### src/rtl/cpu_pkg.sv
// cpu_pkg: shared constants, state/op encodings and decode helpers for the RV32I control FSM
//   OPC_* / F3_* / F7_*  opcode and funct fields of the supported instructions
//   SEL_*                operand-select encoding driven on num1_CS / num2_CS
//   ALU_ADD / ALU_SUB    ALU_mode encoding
//   state_t, op_t, imm_t controller state, decoded operation, immediate format
package cpu_pkg;

   localparam logic [6:0] OPC_OP     = 7'b0110011;
   localparam logic [6:0] OPC_OP_IMM = 7'b0010011;
   localparam logic [6:0] OPC_AUIPC  = 7'b0010111;
   localparam logic [6:0] OPC_JAL    = 7'b1101111;
   localparam logic [2:0] F3_ADD     = 3'b000;
   localparam logic [6:0] F7_ADD     = 7'b0000000;
   localparam logic [6:0] F7_SUB     = 7'b0100000;

   localparam logic [1:0] SEL_REG0 = 2'd0;
   localparam logic [1:0] SEL_IM   = 2'd1;
   localparam logic [1:0] SEL_PC   = 2'd2;
   localparam logic [1:0] SEL_REG1 = 2'd3;

   localparam logic ALU_ADD = 1'b1;
   localparam logic ALU_SUB = 1'b0;

   typedef enum logic [2:0] {S_FETCH, S_DECODE, S_EXEC, S_WB, S_HALT} state_t;
   typedef enum logic [2:0] {OP_ADD, OP_SUB, OP_ADDI, OP_AUIPC, OP_JAL, OP_ILL} op_t;
   typedef enum logic [1:0] {IMM_NONE, IMM_I, IMM_U, IMM_J} imm_t;

   typedef struct packed {
      logic [1:0] num1;
      logic [1:0] num2;
      logic       mode;
   } exec_ctrl_t;

   function automatic op_t decode_op(input logic [31:0] w);
      op_t op;
      op = OP_ILL;
      case (w[6:0])
         OPC_OP:     if (w[14:12] == F3_ADD)
                        op = w[31:25] == F7_ADD ? OP_ADD : w[31:25] == F7_SUB ? OP_SUB : OP_ILL;
         OPC_OP_IMM: if (w[14:12] == F3_ADD) op = OP_ADDI;
         OPC_AUIPC:  op = OP_AUIPC;
         OPC_JAL:    op = OP_JAL;
         default:    op = OP_ILL;
      endcase
      return op;
   endfunction

   function automatic imm_t imm_kind(input op_t op);
      return op == OP_ADDI  ? IMM_I :
             op == OP_AUIPC ? IMM_U :
             op == OP_JAL   ? IMM_J : IMM_NONE;
   endfunction

   function automatic exec_ctrl_t exec_ctrl(input op_t op);
      exec_ctrl_t c;
      case (op)
         OP_ADD:   c = '{SEL_REG0, SEL_REG1, ALU_ADD};
         OP_SUB:   c = '{SEL_REG0, SEL_REG1, ALU_SUB};
         OP_ADDI:  c = '{SEL_REG0, SEL_IM,   ALU_ADD};
         OP_AUIPC: c = '{SEL_PC,   SEL_IM,   ALU_ADD};
         OP_JAL:   c = '{SEL_PC,   SEL_IM,   ALU_ADD};
         default:  c = '{SEL_REG0, SEL_REG0, ALU_ADD};
      endcase
      return c;
   endfunction

endpackage

### src/rtl/cpu_ctrl_fsm_imm_gen.sv
// imm_gen: combinational I/U/J immediate extraction with sign extension
//   kind     in   2   immediate format (imm_t: NONE/I/U/J)
//   instr_hi in  20   instruction bits [31:12] (bit 19 here is instruction bit 31)
//   imm      out 32   sign-extended immediate, 0 for NONE
module imm_gen
   import cpu_pkg::*;
(
   input  logic [1:0]  kind,
   input  logic [19:0] instr_hi,
   output logic [31:0] imm
);

   always_comb
      imm = kind == IMM_I ? {{20{instr_hi[19]}}, instr_hi[19:8]} :
            kind == IMM_U ? {instr_hi, 12'b0} :
            kind == IMM_J ? {{12{instr_hi[19]}}, instr_hi[7:0], instr_hi[8], instr_hi[18:9], 1'b0} :
            32'b0;

endmodule

### src/rtl/cpu_ctrl_fsm.sv
// cpu_ctrl_fsm: multi-cycle FETCH/DECODE/EXEC/WB controller for ADD, SUB, ADDI, AUIPC, JAL; owns the PC
//   clk, rst                  clock, asynchronous active-high reset
//   imem_req/addr/ack/rdata   instruction fetch handshake (addr = PC)
//   rs1_addr, rs2_addr        register-file read addresses
//   ALU_mode, num1_CS, num2_CS ALU control, valid in EXEC only
//   IM_out, PC_out            immediate and PC fed to the ALU operand muxes
//   ALU_result                combinational ALU output, sampled at the end of EXEC
//   rd_we/rd_addr/rd_wdata    register-file write port, pulsed in WB
//   illegal                   sticky fault flag, set on entry to HALT
module cpu_ctrl_fsm
   import cpu_pkg::*;
#(
   parameter logic [31:0] RESET_PC = 32'h0000_0000
) (
   input  logic        clk,
   input  logic        rst,
   output logic        imem_req,
   output logic [31:0] imem_addr,
   input  logic        imem_ack,
   input  logic [31:0] imem_rdata,
   output logic [4:0]  rs1_addr,
   output logic [4:0]  rs2_addr,
   output logic        ALU_mode,
   output logic [1:0]  num1_CS,
   output logic [1:0]  num2_CS,
   output logic [31:0] IM_out,
   output logic [31:0] PC_out,
   input  logic [31:0] ALU_result,
   output logic        rd_we,
   output logic [4:0]  rd_addr,
   output logic [31:0] rd_wdata,
   output logic        illegal
);

   state_t      state, state_d;
   op_t         op_q, op_dec;
   logic [31:0] pc, ir, imm_q, alu_q, imm_dec, pc_plus4;
   logic [4:0]  rd_q, rs1_q, rs2_q;
   logic [1:0]  kind_dec;
   exec_ctrl_t  ctrl;

   assign op_dec   = decode_op(ir);
   assign kind_dec = imm_kind(op_dec);
   assign pc_plus4 = pc + 32'd4;
   assign ctrl     = exec_ctrl(op_q);

   imm_gen u_imm_gen (
      .kind     (kind_dec),
      .instr_hi (ir[31:12]),
      .imm      (imm_dec)
   );

   always_ff @(posedge clk or posedge rst)
      if (rst) begin
         state   <= S_FETCH;
         pc      <= RESET_PC;
         ir      <= '0;
         op_q    <= OP_ILL;
         rd_q    <= '0;
         rs1_q   <= '0;
         rs2_q   <= '0;
         imm_q   <= '0;
         alu_q   <= '0;
         illegal <= 1'b0;
      end else begin
         state <= state_d;
         if (state == S_FETCH && imem_ack) ir <= imem_rdata;
         if (state == S_DECODE) begin
            op_q  <= op_dec;
            rd_q  <= ir[11:7];
            rs1_q <= ir[19:15];
            rs2_q <= ir[24:20];
            imm_q <= imm_dec;
         end
         if (state == S_EXEC) alu_q <= ALU_result;
         if (state == S_WB) pc <= op_q == OP_JAL ? alu_q : pc_plus4;
         if (state_d == S_HALT) illegal <= 1'b1;
      end

   // A misaligned JAL target is caught from the live ALU result in EXEC so WB
   // (and with it the link write and the PC update) never happens.
   always_comb begin
      state_d = state;
      case (state)
         S_FETCH:  state_d = imem_ack ? S_DECODE : S_FETCH;
         S_DECODE: state_d = op_dec == OP_ILL ? S_HALT : S_EXEC;
         S_EXEC:   state_d = op_q == OP_JAL && ALU_result[1:0] != 2'b00 ? S_HALT : S_WB;
         S_WB:     state_d = S_FETCH;
         S_HALT:   state_d = S_HALT;
         default:  state_d = S_FETCH;
      endcase
   end

   always_comb begin
      imem_req  = state == S_FETCH;
      imem_addr = pc;
      PC_out    = pc;
      IM_out    = imm_q;
      rs1_addr  = rs1_q;
      rs2_addr  = rs2_q;
      num1_CS   = state == S_EXEC ? ctrl.num1 : SEL_REG0;
      num2_CS   = state == S_EXEC ? ctrl.num2 : SEL_REG0;
      ALU_mode  = state == S_EXEC ? ctrl.mode : ALU_ADD;
      rd_we     = state == S_WB && rd_q != 5'd0;
      rd_addr   = rd_q;
      rd_wdata  = op_q == OP_JAL ? pc_plus4 : alu_q;
   end

endmodule

### config.mk
export PLATFORM = sky130hd
export DESIGN_NAME = cpu_ctrl_fsm
export DESIGN_NICKNAME = d
export VERILOG_FILES = /design/src/rtl/cpu_pkg.sv /design/src/rtl/cpu_ctrl_fsm_imm_gen.sv /design/src/rtl/cpu_ctrl_fsm.sv
export SDC_FILE = /design/constraint.sdc
export NUM_CORES = 1
export LEC_CHECK = 0
export ABC_AREA = 1
export CORE_MARGIN = 4
export CORE_UTILIZATION = 44
export CTS_BUF_LIST = sky130_fd_sc_hd__clkbuf_16
export DETAILED_ROUTE_END_ITERATION = 10
export PLACE_DENSITY = 0.77
export SETUP_SLACK_MARGIN = 0.15
export SLEW_MARGIN = 20
export SYNTH_ARGS = -nofsm -noshare
export SYNTH_HDL_FRONTEND = slang
export SYNTH_HIERARCHICAL = 1
export SYNTH_SLANG_ARGS = --single-unit
### constraint.sdc
create_clock -name clk -period 5.9 [get_ports clk]
set_clock_uncertainty 0.2 [all_clocks]
set_input_delay 1.475 -clock clk [delete_from_list [all_inputs] [get_ports clk]]
set_output_delay 1.475 -clock clk [all_outputs]
set_load 0.01 [all_outputs]
==> impl_summary.txt <==
----------------------------------------------------
[Drt]
  Via count ... ~7200
  ANT nets after route ... 0
  Number of detailed-route iterations in the first pass ... 6
  Total routed wirelength ... between 20000 and 25000 um
  WL/cell ... between 15 and 20 um
  Via/cell ratio ... 5.073
  Number of DRC violations after detailed-routing iteration 0 ... approximately 490
  DRC violations left ... 0

[Placed design]
  # port buffers ... 216
  Cell count after placement ... between 1000 and 1500
  Setup Slack @ Placement ... roughly 1.8 ns
  Final estimated routing congestion in global placement ... ~1
  Placed wire-length estimate after detailed placement ... between 15000 and 20000 um

[Synth]
  Number of distinct library cell variants in the gate-level netlist after synthesis ... 35
  Synth Net Count ... between 1000 and 1500
  Most frequent cells after synthesis ... 489 x sky130_fd_sc_hd__nand2_1, 148 x sky130_fd_sc_hd__dfrtp_1, 55 x sky130_fd_sc_hd__inv_1, 53 x sky130_fd_sc_hd__nor2_1, 48 x sky130_fd_sc_hd__nand3_1
  Number of storage elements in the synthesis netlist ... 150
  Cell type with the highest aggregate area in the netlist ... sky130_fd_sc_hd__dfrtp_1
  Share of the yosys chip area belonging to registers ... roughly half
  Post-synth design cell area ... 7817 um^2
  Syn Area/Cell ... a little under 8 um^2
  Yosys top cell area share ... between 40% and 50%
  Fraction of registers with async set or reset after synthesis ... between 90% and 100%
  Post-synth EDFFs ... 0
  Largest cells by area after synthesis ... sky130_fd_sc_hd__dfrtp_1 47%, sky130_fd_sc_hd__nand2_1 23%, sky130_fd_sc_hd__buf_4 3.2%
  Yosys warning total ... 6
  Commonest register cell after synthesis ... sky130_fd_sc_hd__dfrtp_1
  Dominant cell by count in the synthesized netlist ... sky130_fd_sc_hd__nand2_1
  Post-Syn Instances ... roughly 1000

[Pwr]
  Clk network pwr share ... 24.4%
  Cell leakage power ... 5.086 nW
  Portion of total power attributed to sequential cells ... 37.1%
  Switching power share of the total ... between 30% and 40%
  Internal Pwr Total ... a little under 3 mW
  Switching power total ... ~1.6 mW
  Logic pwr share ... around 39%
  P per Cell Area ... 432.4 nW/um^2
  IR drop worst, VDD ... around 0.27 mV

[Timing]
  Fmax ... roughly 0.22 GHz
  Hold violation count in the final report ... 0
  Final setup slack of the worst path ... around 1.3 ns
  Measured slew at the worst slew-check pin ... between 0.8 and 0.9 ns
  Endpoints failing setup ... 0
  Max Transition Viols Final ... 0
  Unrepaired setup endpoints after global routing ... false
  Period minus WS final ... ~4.6 ns
  Relative slew slack ... roughly 44%
  Setup TNS ... 0 ns
  Fraction of the cycle the final worst path needs ... between 70% and 80%

[Clock tree]
  CTS tree ... yes
  Insertion delay to the later sink of the worst-skew pair ... 0.43 ns
  Number of buffers inserted to repair setup after CTS ... 0
  Buffer cell driving the clock tree root ... sky130_fd_sc_hd__clkbuf_16
  Number of CTS-inserted buffers ... 17
  Maximum clock insertion buffer count ... 2
  Total of cells resized after clock tree synthesis ... 0
  Htree depth ... 4
  Hold-fix buffer count after cts ... 0
  CTS sink cnt ... 150
  Clock slew at the register clock pins of the worst setup and hold paths ... around 0.060 ns

[Layout]
  P&R area growth vs syn ... 34.14%
  # nets final ... 1254
  Share of layout cells above drive strength 1 ... around 7.6%
  Filler-free cell count of the finished design ... 1424
  Final-layout fill cell count ... 1542
  Diodes inserted ... 0

[Floorplan]
  Area of the die ... 19960 um^2
  Top-level port count ... 218
  Core ar. ... 17360 um^2
  Height of the chip ... 141.3 um
  Starting utilization of the core area ... between 40% and 50%
  Standard-cell row count ... 48
  Overall die width ... about 140 um

[Global routing]
  Vias in the first global route ... around 7000
  Grt total ovfl ... 0
  Maximum number of pins on one net before global-route repair ... between 80 and 90
  Gr usage total ... between 20% and 30%
  First-pass GRT wire length ... 36610 um
  Antenna violations before repair ... 1

[Setup path]
  Endpoint kind of the worst setup timing path ... output port
  Element type at the critical path start ... register
  Type of the worst setup path ... register to output port
  Maximum fanout count along the critical path ... 10
  Required arrival time at the worst endpoint ... around 4.2 ns
  Worst endpoint data arrival time ... roughly 2.9 ns

[Run]
  MaxCap Viol Count ... 0

[Status]
  Result of the run ... complete, no violations

[Hold path]
  Worst min-delay path class ... register to register

----------------------------------------------------
power by group through the flow:
stage | combinational (mW) | clock (mW) | sequential, mW
2_1_floorplan | 0.918 | 0 | 1.65
3_3_place_gp | 1.73 | 0 | 1.68
3_5_place_dp | 1.76 | 0 | 1.69
4_1_cts | 1.77 | 1.13 | 1.68
5_1_grt | 1.92 | 1.17 | 1.73
6_report | 1.75 | 1.11 | 1.68
sequential cells by signal, summed over array words and instances, names as in the netlist:
signal    cells
PC_out       32
IM_out       32
rs2_addr      5
ir           32
alu_q        32
op_q          3
rd_addr       5
state         3
illegal       1
rs1_addr      5
layout by cell type (no fill, tap or decap), types with 2 or more instances in the layout:
cell                                n
sky130_fd_sc_hd__a21oi_1            6
sky130_fd_sc_hd__a22oi_1           26
sky130_fd_sc_hd__buf_4              8
sky130_fd_sc_hd__bufinv_16          2
sky130_fd_sc_hd__clkbuf_16         17
sky130_fd_sc_hd__clkdlybuf4s50_1  216
sky130_fd_sc_hd__clkinv_2           2
sky130_fd_sc_hd__clkinvlp_4         3
sky130_fd_sc_hd__dfrtp_1          148
sky130_fd_sc_hd__dfstp_2            2
sky130_fd_sc_hd__inv_1             54
sky130_fd_sc_hd__inv_2              7
sky130_fd_sc_hd__inv_6              5
sky130_fd_sc_hd__inv_8              3
sky130_fd_sc_hd__mux2_2            18
sky130_fd_sc_hd__mux2_4             9
sky130_fd_sc_hd__nand2_1          489
sky130_fd_sc_hd__nand2_2            2
sky130_fd_sc_hd__nand3_1           48
sky130_fd_sc_hd__nand3b_1           7
sky130_fd_sc_hd__nor2_1            53
sky130_fd_sc_hd__nor2_2             5
sky130_fd_sc_hd__nor3_1            14
sky130_fd_sc_hd__nor3_2             3
sky130_fd_sc_hd__o21ai_0           23
sky130_fd_sc_hd__o221ai_1           3
sky130_fd_sc_hd__xor2_1            12
through the flow:
stage	utilization [%]	hold WS, ns	total power, mW	area, um^2
6_report	60.42	0.2674	4.535	10490
5_1_grt	60.42	0.2927	4.819	10490
2_1_floorplan	-	0.2435	2.564	7818
3_3_place_gp	56.99	0.2517	3.415	9891
4_1_cts	60.42	0.2729	4.573	10490
3_5_place_dp	56.99	0.2579	3.451	9891
cell type report:
class	instances	area (um^2)	share of cell area, %
sequential	150	3756	35.82
multi-input combinational	731	3393	32.36
timing repair buffer	224	2222	21.19
clock buffer	17	425.4	4.057
tap	225	281.5	2.685
inverter	62	237.7	2.267
clock inverter	15	170.2	1.623
worst paths after layout:
check                                     to  slack, ns       start  depth (start not counted)
worst max-delay path            rd_wdata[16]       1.33   PC_out[2]                         10
worst min-delay path              IM_out[28]       0.27  IM_out[28]                          2
worst max register to register    IM_out[30]       3.07       ir[2]                          9
worst min register to register    IM_out[28]       0.27  IM_out[28]                          2
max in group asynchronous         PC_out[23]       3.14         rst                          3
min in group asynchronous         IM_out[28]       1.35         rst                          2
worst max-delay path: stages, from the launching register on:
cell and delay [ns]:
sky130_fd_sc_hd__dfrtp_1 0.52, sky130_fd_sc_hd__ha_1 0.29, sky130_fd_sc_hd__nand2_1 0.09, sky130_fd_sc_hd__nor2_2 0.18, sky130_fd_sc_hd__nand2_1 0.11, sky130_fd_sc_hd__nor2_2 0.27, sky130_fd_sc_hd__nand3_2 0.14, sky130_fd_sc_hd__xnor2_2 0.18
sky130_fd_sc_hd__nand2_1 0.07, sky130_fd_sc_hd__nand2_1 0.08, sky130_fd_sc_hd__clkdlybuf4s50_1 0.53
kinds of logic (layout without fill, tap and decap cells):
family                     Yosys count  after routing  share of synthesized area [%]
and+or+nand+nor                    625            625                          32.03
DFF                                150            150                          48.05
buffers and inverters              136            318                          8.627
AOI/OAI and AO/OA                   64             64                          5.218
muxes                               27             27                          4.321
xor gates and xnor gates            13             13                          1.553
adders and majority gates            1              1                         0.1600
other                                1              1                        0.04797
metal layers:
layer	share of wire [%]	track usage [%]
met5	0.057	0
met4	2.1	6.986
met3	9.5	8.257
met2	48	38.25
met1	40	27.82
No activity file was read; power rests on OpenSTA's default activity.
